<file path="src/rtl/writeback_queue.sv">
// In-order write-back buffer feeding the register file write port,
// with two youngest-match forwarding probes for decode.
module writeback_queue #(
  parameter int DEPTH = 4,
  parameter int AW    = 3,
  parameter int DW    = 16
) (
  input  logic                       clk,
  input  logic                       rst,
  input  logic                       wb_valid,
  input  logic [AW-1:0]              wb_dest,
  input  logic [DW-1:0]              wb_data,
  output logic                       wb_ready,
  input  logic                       rf_hold,
  output logic                       reg_write_en,
  output logic [AW-1:0]              reg_write_dest,
  output logic [DW-1:0]              reg_write_data,
  input  logic [AW-1:0]              lookup_addr_1,
  output logic                       lookup_hit_1,
  output logic [DW-1:0]              lookup_data_1,
  input  logic [AW-1:0]              lookup_addr_2,
  output logic                       lookup_hit_2,
  output logic [DW-1:0]              lookup_data_2,
  output logic [$clog2(DEPTH):0]     pending
);

  localparam int PW = $clog2(DEPTH);
  localparam int CW = PW + 1;
  localparam logic [CW-1:0] FULL_CNT = CW'(DEPTH);

  logic [AW-1:0] dest_q [DEPTH];
  logic [DW-1:0] data_q [DEPTH];
  logic          vld_q  [DEPTH];
  logic [PW-1:0] rd_ptr;
  logic [PW-1:0] wr_ptr;
  logic [CW-1:0] count;

  logic full;
  logic empty;
  logic push;
  logic pop;

  assign full     = (count == FULL_CNT);
  assign empty    = (count == '0);
  assign wb_ready = !full;
  assign pending  = count;

  // r0 writes complete the handshake but are never stored
  assign push = wb_valid && wb_ready && (wb_dest != '0);
  assign pop  = reg_write_en;

  assign reg_write_en   = !empty && !rf_hold;
  assign reg_write_dest = empty ? '0 : dest_q[rd_ptr];
  assign reg_write_data = empty ? '0 : data_q[rd_ptr];

  always_ff @(posedge clk or negedge rst) begin
    if (!rst) begin
      rd_ptr <= '0;
      wr_ptr <= '0;
      count  <= '0;
      for (int i = 0; i < DEPTH; i++) begin
        vld_q[i]  <= 1'b0;
        dest_q[i] <= '0;
        data_q[i] <= '0;
      end
    end else begin
      if (pop) begin
        vld_q[rd_ptr] <= 1'b0;
        rd_ptr        <= rd_ptr + 1'b1;
      end
      if (push) begin
        vld_q[wr_ptr]  <= 1'b1;
        dest_q[wr_ptr] <= wb_dest;
        data_q[wr_ptr] <= wb_data;
        wr_ptr         <= wr_ptr + 1'b1;
      end
      unique case ({push, pop})
        2'b10:   count <= count + 1'b1;
        2'b01:   count <= count - 1'b1;
        default: count <= count;
      endcase
    end
  end

  // Walk oldest to youngest from the head so the last match wins
  logic [PW-1:0] idx;

  always_comb begin
    lookup_hit_1  = 1'b0;
    lookup_data_1 = '0;
    lookup_hit_2  = 1'b0;
    lookup_data_2 = '0;
    idx           = '0;
    for (int i = 0; i < DEPTH; i++) begin
      idx = rd_ptr + PW'(i);
      if (vld_q[idx] && lookup_addr_1 != '0 &&
          dest_q[idx] == lookup_addr_1) begin
        lookup_hit_1  = 1'b1;
        lookup_data_1 = data_q[idx];
      end
      if (vld_q[idx] && lookup_addr_2 != '0 &&
          dest_q[idx] == lookup_addr_2) begin
        lookup_hit_2  = 1'b1;
        lookup_data_2 = data_q[idx];
      end
    end
  end

endmodule

</file>
<file path="config.mk">
export PLATFORM = sky130hd
export DESIGN_NAME = writeback_queue
export DESIGN_NICKNAME = d
export VERILOG_FILES = /design/src/rtl/writeback_queue.sv
export SDC_FILE = /design/constraint.sdc
export NUM_CORES = 1
export LEC_CHECK = 0
export ABC_AREA = 1
export BUFFER_PORTS_ARGS = -buffer_cell sky130_fd_sc_hd__buf_2
export CAP_MARGIN = 20
export CORE_MARGIN = 3
export CORE_UTILIZATION = 50
export CTS_CLUSTER_SIZE = 28
export DETAILED_ROUTE_END_ITERATION = 6
export GPL_TIMING_DRIVEN = 1
export PLACE_DENSITY = 0.75
export RECOVER_POWER = 100
export SETUP_SLACK_MARGIN = 0.2
export SYNTH_ARGS = -nofsm -noshare
export SYNTH_HDL_FRONTEND = slang
export SYNTH_SLANG_ARGS = --single-unit
</file>
<file path="constraint.sdc">
create_clock -name clk -period 3.3 [get_ports clk]
set_clock_uncertainty 0.2 [all_clocks]
set_input_delay 0.33 -clock clk [delete_from_list [all_inputs] [get_ports clk]]
set_output_delay 0.33 -clock clk [all_outputs]
set_load 0.02 [all_outputs]
</file>
==> results of run 1 <==
==> repair_timing <==
| item | in CTS | in global routing |
|---|---|---|
| endpoints found under the hold margin | 0 | 18 |
| setup buffers | 6 | 6 |
| cloned | 0 | 1 |
| pin swaps | 3 | 9 |
| gates resized for setup | 5 | 49 |
| hold buffers | 0 | 1 |
| setup endpoints to repair | 31 | 33 |
==> logic make-up (layout without fill, tap and decap cells) <==
kind of cell,after synthesis,count (layout),share of synthesized area
XOR/XNOR,7,7,0.007992
buffers and inverters,203,271,0.1187
multiplexers,6,6,0.007829
flip-flops,87,87,0.2838
AND/OR/NAND/NOR,717,717,0.4135
AO/OA/AOI/OAI,214,214,0.1509
adder cells (fa/ha/maj),10,10,0.01729
==> final cells by class <==
| cell class | count | share of cell area |
|---|---|---|
| Multi-Input combinational cell | 954 | 0.5356 |
| Sequential cell | 87 | 0.2503 |
| Timing Repair Buffer | 127 | 0.1015 |
| Inverter | 128 | 0.05577 |
| Tap cell | 184 | 0.02645 |
| Clock buffer | 9 | 0.02587 |
| Clock inverter | 7 | 0.004600 |
==> registers in the layout (all words and copies together), names as in the netlist <==
register / cells
pending: 3
rd_ptr: 2
vld_q: 4
data_q: 64
dest_q: 12
wr_ptr: 2
==> stage by stage <==
step / std cells / util / hold slack (ns) / setup slack, ns / area, µm²
floorplan: 1244 / - / -0.1656 / 0.2549 / 7704
global placement: 1465 / 0.5520 / 0.2691 / 0.3762 / 8144
detailed placement: 1465 / 0.5520 / 0.2865 / 0.3961 / 8144
CTS: 1487 / 0.5744 / 0.02365 / 0.2078 / 8474
global route: 1496 / 0.5900 / 0.1160 / 0.1034 / 8705
finish: 1496 / 0.5900 / 0.1076 / 0.2044 / 8705
==> layout by cell type, fill, tap and decap left out, types with 8 or more instances in the layout <==
cell / instances
buf_2: 57
clkbuf_16: 9
buf_4: 19
inv_1: 125
a21oi_2: 16
dfrtp_1: 86
nand2_1: 451
nand3b_1: 29
nor2_1: 55
nand3_1: 106
ha_1: 8
nand2_2: 10
o21a_1: 15
o21ai_0: 170
or2_2: 35
clkbuf_1: 28
==> per-layer routing <==
metal	track usage	vias up	share of wire
met4	0.05685	0	0.016
met3	0.04462	36	0.087
met2	0.3254	389	0.39
met5	0	-	0
met1	0.4315	3519	0.50
li1	-	4062	-
==> worst max-delay path by stage <==
stage,start,end,slack (ns),cells after the start
2_1_floorplan,rd_ptr[1]$_DFFE_PN0N_,lookup_data_1[10],0.25,17
3_3_place_gp,rd_ptr[0]$_DFFE_PN0N_,lookup_data_2[11],0.38,13
3_5_place_dp,rd_ptr[0]$_DFFE_PN0N_,lookup_data_2[11],0.40,13
4_1_cts,rd_ptr[0]$_DFFE_PN0N_,lookup_data_2[15],0.21,12
5_1_grt,rd_ptr[1]$_DFFE_PN0N_,lookup_data_1[4],0.10,17
6_report,rd_ptr[1]$_DFFE_PN0N_,lookup_data_1[5],0.20,17
==> worst reg2reg max path: stages (launching register included) <==
cell      delay (ns)
dfrtp_1         0.41
inv_1           0.11
nand3_1         0.10
and2_0          0.14
nand2_1         0.11
inv_1           0.12
nand2_1         0.25
clkbuf_1        0.90
o21ai_0         0.25
==> flow_metrics.tcl, run 1 <==
set metrics [dict create \
    status "finished, final reports clean" \
    hold_path_class "input pin to flip-flop" \
    cts-root-buf "clkbuf_16" \
    routed_via_density 5.352 \
    drv_slew 0 \
    tightest_slew_ns 1.489 \
    yosysWarnings 0 \
    yosys_most_used_dff "dfrtp_1" \
    cp_common_cell "nand2_1" \
    hpwl_mm 15.81 \
    areaGrowthSynthToFinish_pct 13.47 \
    multi_input_area_um2 4662 \
    avgRoutedWirePerCell_um 14.58 \
    synth_top_cells_by_area "dfrtp_1 (28%), nand2_1 (22%), o21ai_0 (12%)" \
    cts_made_buffers 9 \
    cp_slowest_stage_delay_ns 0.37 \
    cp_max_fo 9 \
    port_buffers 86 \
    finalHoldViolCount 0 \
    grt_use_total 0.2541 \
    syn_nets 1283 \
    rrSetupSlack_ns 0.53 \
    clock_sinks 87 \
    min_to "data_q[9]$_DFFE_PN0P_" \
    period_needed_ns 3.096 \
    clk_path_buf_depth 2 \
    drive_gt1_frac 0.1555 \
    nNetsFinal 1346 \
    start_util 0.5199 \
    synth_top_area_frac 0.2838 \
    first_pass_iters 5 \
    htree_levels 3 \
    critPathSlowestCell "dfrtp_1" \
    ys_types 36 \
    finalWirelength_mm 21.81 \
    synth.avg_cell_area_um2 6.166 \
    die_w_um 129.9 \
    worst_setup_path_end_kind "output port" \
    grt_pass1_wl_mm 34.56 \
    grt_max_degree 88 \
    synth_largest_area_cell "dfrtp_1" \
    worstSetupPathType "flip-flop to output port" \
    timing.fmax_mhz 323.0 \
    synth_edf_count 0 \
    die_h_um 129.9 \
    drcViolationCount 0 \
    cp_top_family "simple AND/OR/NAND/NOR gates" \
    clkSlewWorstSetupHoldPaths_ns 0.06 \
    antenna_found_initial 0 \
    async_reset_ff_frac 1.000 \
    num_antenna_cells 0 \
    drt_iter0_drc 1077 \
    antenna_left 0 \
    clk_latency_ns 0.33 \
    post-route-period-util 0.9381 \
    synthTopCellsByCount "nand2_1 (455), o21ai_0 (177), inv_1 (124)" \
    relSlewSlack 0.007618 \
    ys_ff_latch 87 \
    rr_endpoint "data_q[22]$_DFFE_PN0P_" \
    required_ns 2.77 \
    reg2regPathDepth 8 \
    path_buf_inv 6 \
    timing.rr.start "pending[0]$_DFFE_PN0P_" \
    hold_start "wb_data[9]" \
    grt_overflow 0 \
    cts_tree "yes" \
    cap_viol_max_count 0 \
    route.vias.total 8006 \
    arrival_ns 2.57 \
    setup_violations 0 \
    dieArea_um2 16860 \
    worstHoldPathCells 3 \
    synthCells 1244 \
    ios 87 \
    place.gp.congestion 0.9905 \
    synth_most_common_cell "nand2_1" \
    ys_seq_area_frac 0.2838 \
    cp-start-kind "flip-flop" \
    grt_setup_unrepaired "true" \
    crit_chain "inv_1 -> ha_4 -> buf_12 -> nand3_1 -> nand2_1 -> nor2_1 -> nand2_1 -> nor2_4 -> buf_12 -> buf_4 -> nand3b_1 -> nand2_1 -> inv_1 -> nand2_1 -> nand2_1 -> nand2_1 -> buf_2" \
    core_area_um2 14750 \
    rows 44 \
    syn_area_um2 7671 \
    regArea_um2 2178 \
    fillCellCount 1423 \
    first_global_vias 6485 \
    finalSetupTns_ns 0 \
]
Power of run 1 is left out: the tool's default activity adds up to more than one toggle a clock period on the data nets, which glitch-free logic cannot reach.
==> run 2: changes to the inputs <==
--- a/config.mk
+++ b/config.mk
@@ -15,7 +15,7 @@
 export GPL_TIMING_DRIVEN = 1
 export PLACE_DENSITY = 0.75
 export RECOVER_POWER = 100
-export SETUP_SLACK_MARGIN = 0.2
+export SETUP_SLACK_MARGIN = 0.4
 export SYNTH_ARGS = -nofsm -noshare
 export SYNTH_HDL_FRONTEND = slang
 export SYNTH_SLANG_ARGS = --single-unit
==> run 2 against run 1 <==
Net effect:
- maximum frequency shrank 1.5%
- setup slack lost 0.048 ns
- die area is the same
- critical endpoint is now lookup_data_1[8]
- flip-flop and latch count is the same
- utilization grew 6.3 points
- cell count grew 1.5%
- the run now ends with max-capacitance violations, max-slew violations left
- sequential share of layout area shrank 2.4 points
- hold slack lost 0.013 ns
- non-clock buffer count grew 22
==> flow_metrics.tcl, run 2 (synthesis results as in run 1) <==
set metrics [dict create \
    status "finished with violations" \
    violations "max-capacitance violations, max-slew violations" \
    largest_register_ffs 64 \
    endpoint "lookup_data_1[8]" \
    grt_busiest_layer "met1" \
    placed_cells 1462 \
    crit_cells 17 \
    fillCellCount 1305 \
    regArea_um2 2177 \
    worst_setup_path_end_kind "output port" \
    hpwl_mm 16.17 \
    final_common_cell "nand2_1" \
    arrival_ns 2.61 \
    finalWirelength_mm 24.33 \
    reg2regPathDepth 8 \
    first_global_vias 6874 \
    cp_max_fo 9 \
    grt_pass1_wl_mm 36.02 \
    route.vias.total 8397 \
    die_h_um 129.9 \
    cts_made_buffers 9 \
    antenna_left 0 \
    grt_use_total 0.2661 \
    clk_path_buf_depth 2 \
    grt_max_degree 65 \
    place.gp.congestion 0.9373 \
    grtUsageMet1 0.4336 \
    stdcell_count 1519 \
    die_w_um 129.9 \
    required_ns 2.77 \
    nNetsFinal 1370 \
    clk_latency_ns 0.34 \
    crit_chain "inv_4 -> ha_4 -> inv_6 -> nand3_1 -> nand2_2 -> nor2_2 -> nand2_2 -> nor2_4 -> buf_4 -> clkbuf_16 -> nand3b_1 -> nand2_1 -> inv_1 -> nand2_1 -> nand2_1 -> nand2_1 -> buf_4" \
    first_pass_iters 6 \
    port_buffers 86 \
    pre_cts_ws_ns 0.4027 \
    timing.rr.start "pending[0]$_DFFE_PN0P_" \
    globalRouteMet2Util 0.3615 \
    num_antenna_cells 0 \
    cap_viol_max_count 4 \
    ios 87 \
    setup_violations 0 \
    use_met3 0.03684 \
    worstHoldPathCells 3 \
    top_register "data_q" \
    setup_slack_ns 0.1568 \
    dieArea_um2 16860 \
    grt_setup_unrepaired "true" \
    period_needed_ns 3.143 \
    core_area_um2 14750 \
    relSlewSlack -0.09765 \
    clock_sinks 87 \
    cts_tree "yes" \
    cts-root-buf "clkbuf_16" \
    rrSetupSlack_ns 0.39 \
    clkSlewWorstSetupHoldPaths_ns 0.06 \
    rows 44 \
    finalHoldViolCount 0 \
    layout_common_cells "nand2_1 (403), o21ai_0 (164), inv_1 (115)" \
    drive_gt1_frac 0.2240 \
    hold_path_class "input pin to flip-flop" \
    tightest_slew_ns 1.646 \
    worstSetupPathType "flip-flop to output port" \
    post-route-period-util 0.9525 \
    crit_start "rd_ptr[0]$_DFFE_PN0N_" \
    top_regs "data_q x64, dest_q x12, vld_q x4" \
    grt_overflow 0 \
    timing.fmax_mhz 318.1 \
    drv_slew 160 \
    critPathSlowestCell "dfrtp_1" \
    cp-start-kind "flip-flop" \
    drt_iter0_drc 1144 \
    multi_input_area_um2 5030 \
    fin_util 0.6532 \
    cp_common_cell "nand2_1" \
    drcViolationCount 0 \
    areaGrowthSynthToFinish_pct 25.62 \
    cp_top_family "simple AND/OR/NAND/NOR gates" \
    finalSetupTns_ns 0 \
    start_util 0.5199 \
    rr_endpoint "data_q[52]$_DFFE_PN0P_" \
    avgRoutedWirePerCell_um 16.01 \
    antenna_found_initial 0 \
    path_buf_inv 6 \
    cp_slowest_stage_delay_ns 0.46 \
    htree_levels 3 \
    routed_via_density 5.528 \
]
==> run 2: cell count changes in the layout (fill, tap and decap cells not counted), moves of 10 or more <==
cell     change
buf_4       +10
nand3_2     +11
inv_1       -10
nand3_1     -15
nor2_1      -10
nand2_2     +43
nand2_1     -48
buf_2       -29
buf_6       +19
==> run 2: layer usage <==
layer / vias to the layer above / part of all wire
met5: - / 0
met2: 440 / 0.41
met4: 0 / 0.029
met1: 3784 / 0.48
met3: 71 / 0.082
li1: 4102 / -
==> run 2: worst min-delay path, cell delays in order <==
cell     delay, ns
buf_2         0.07
inv_1         0.05
o21ai_0       0.14
==> run 2: worst min-delay path by stage <==
stage	start	to
5_1_grt	wb_data[10]	data_q[58]$_DFFE_PN0P_
3_3_place_gp	rst	pending[0]$_DFFE_PN0P_
4_1_cts	wb_data[10]	data_q[10]$_DFFE_PN0P_
6_report	wb_data[10]	data_q[10]$_DFFE_PN0P_
2_1_floorplan	rst	data_q[0]$_DFFE_PN0P_
3_5_place_dp	rst	pending[0]$_DFFE_PN0P_
==> run 2: stage by stage <==
stage | cell area (µm²) | hold WS, ns
5_1_grt | 9637 | 0.1085
2_1_floorplan | 7835 | -0.1656
4_1_cts | 9091 | 0.09569
6_report | 9637 | 0.09501
3_3_place_gp | 8219 | 0.1439
3_5_place_dp | 8219 | 0.1410
==> run 2: area by class of cell <==
cell class | instances | area share
inverter | 128 | 0.05116
sequential | 87 | 0.2259
tap | 184 | 0.02389
timing repair buffer | 149 | 0.1483
multi-input combinational | 956 | 0.5219
clock buffer | 15 | 0.02882
==> run 2: what timing repair did <==
item,4_1_cts,5_1_grt
setup buffers,22,6
hold buffers,1,0
endpoints found under the hold margin,40,0
pin swaps,12,29
resized for setup,88,114
cloned,5,8
setup endpoints to repair,34,34
Power of run 2 is left out for the same reason.
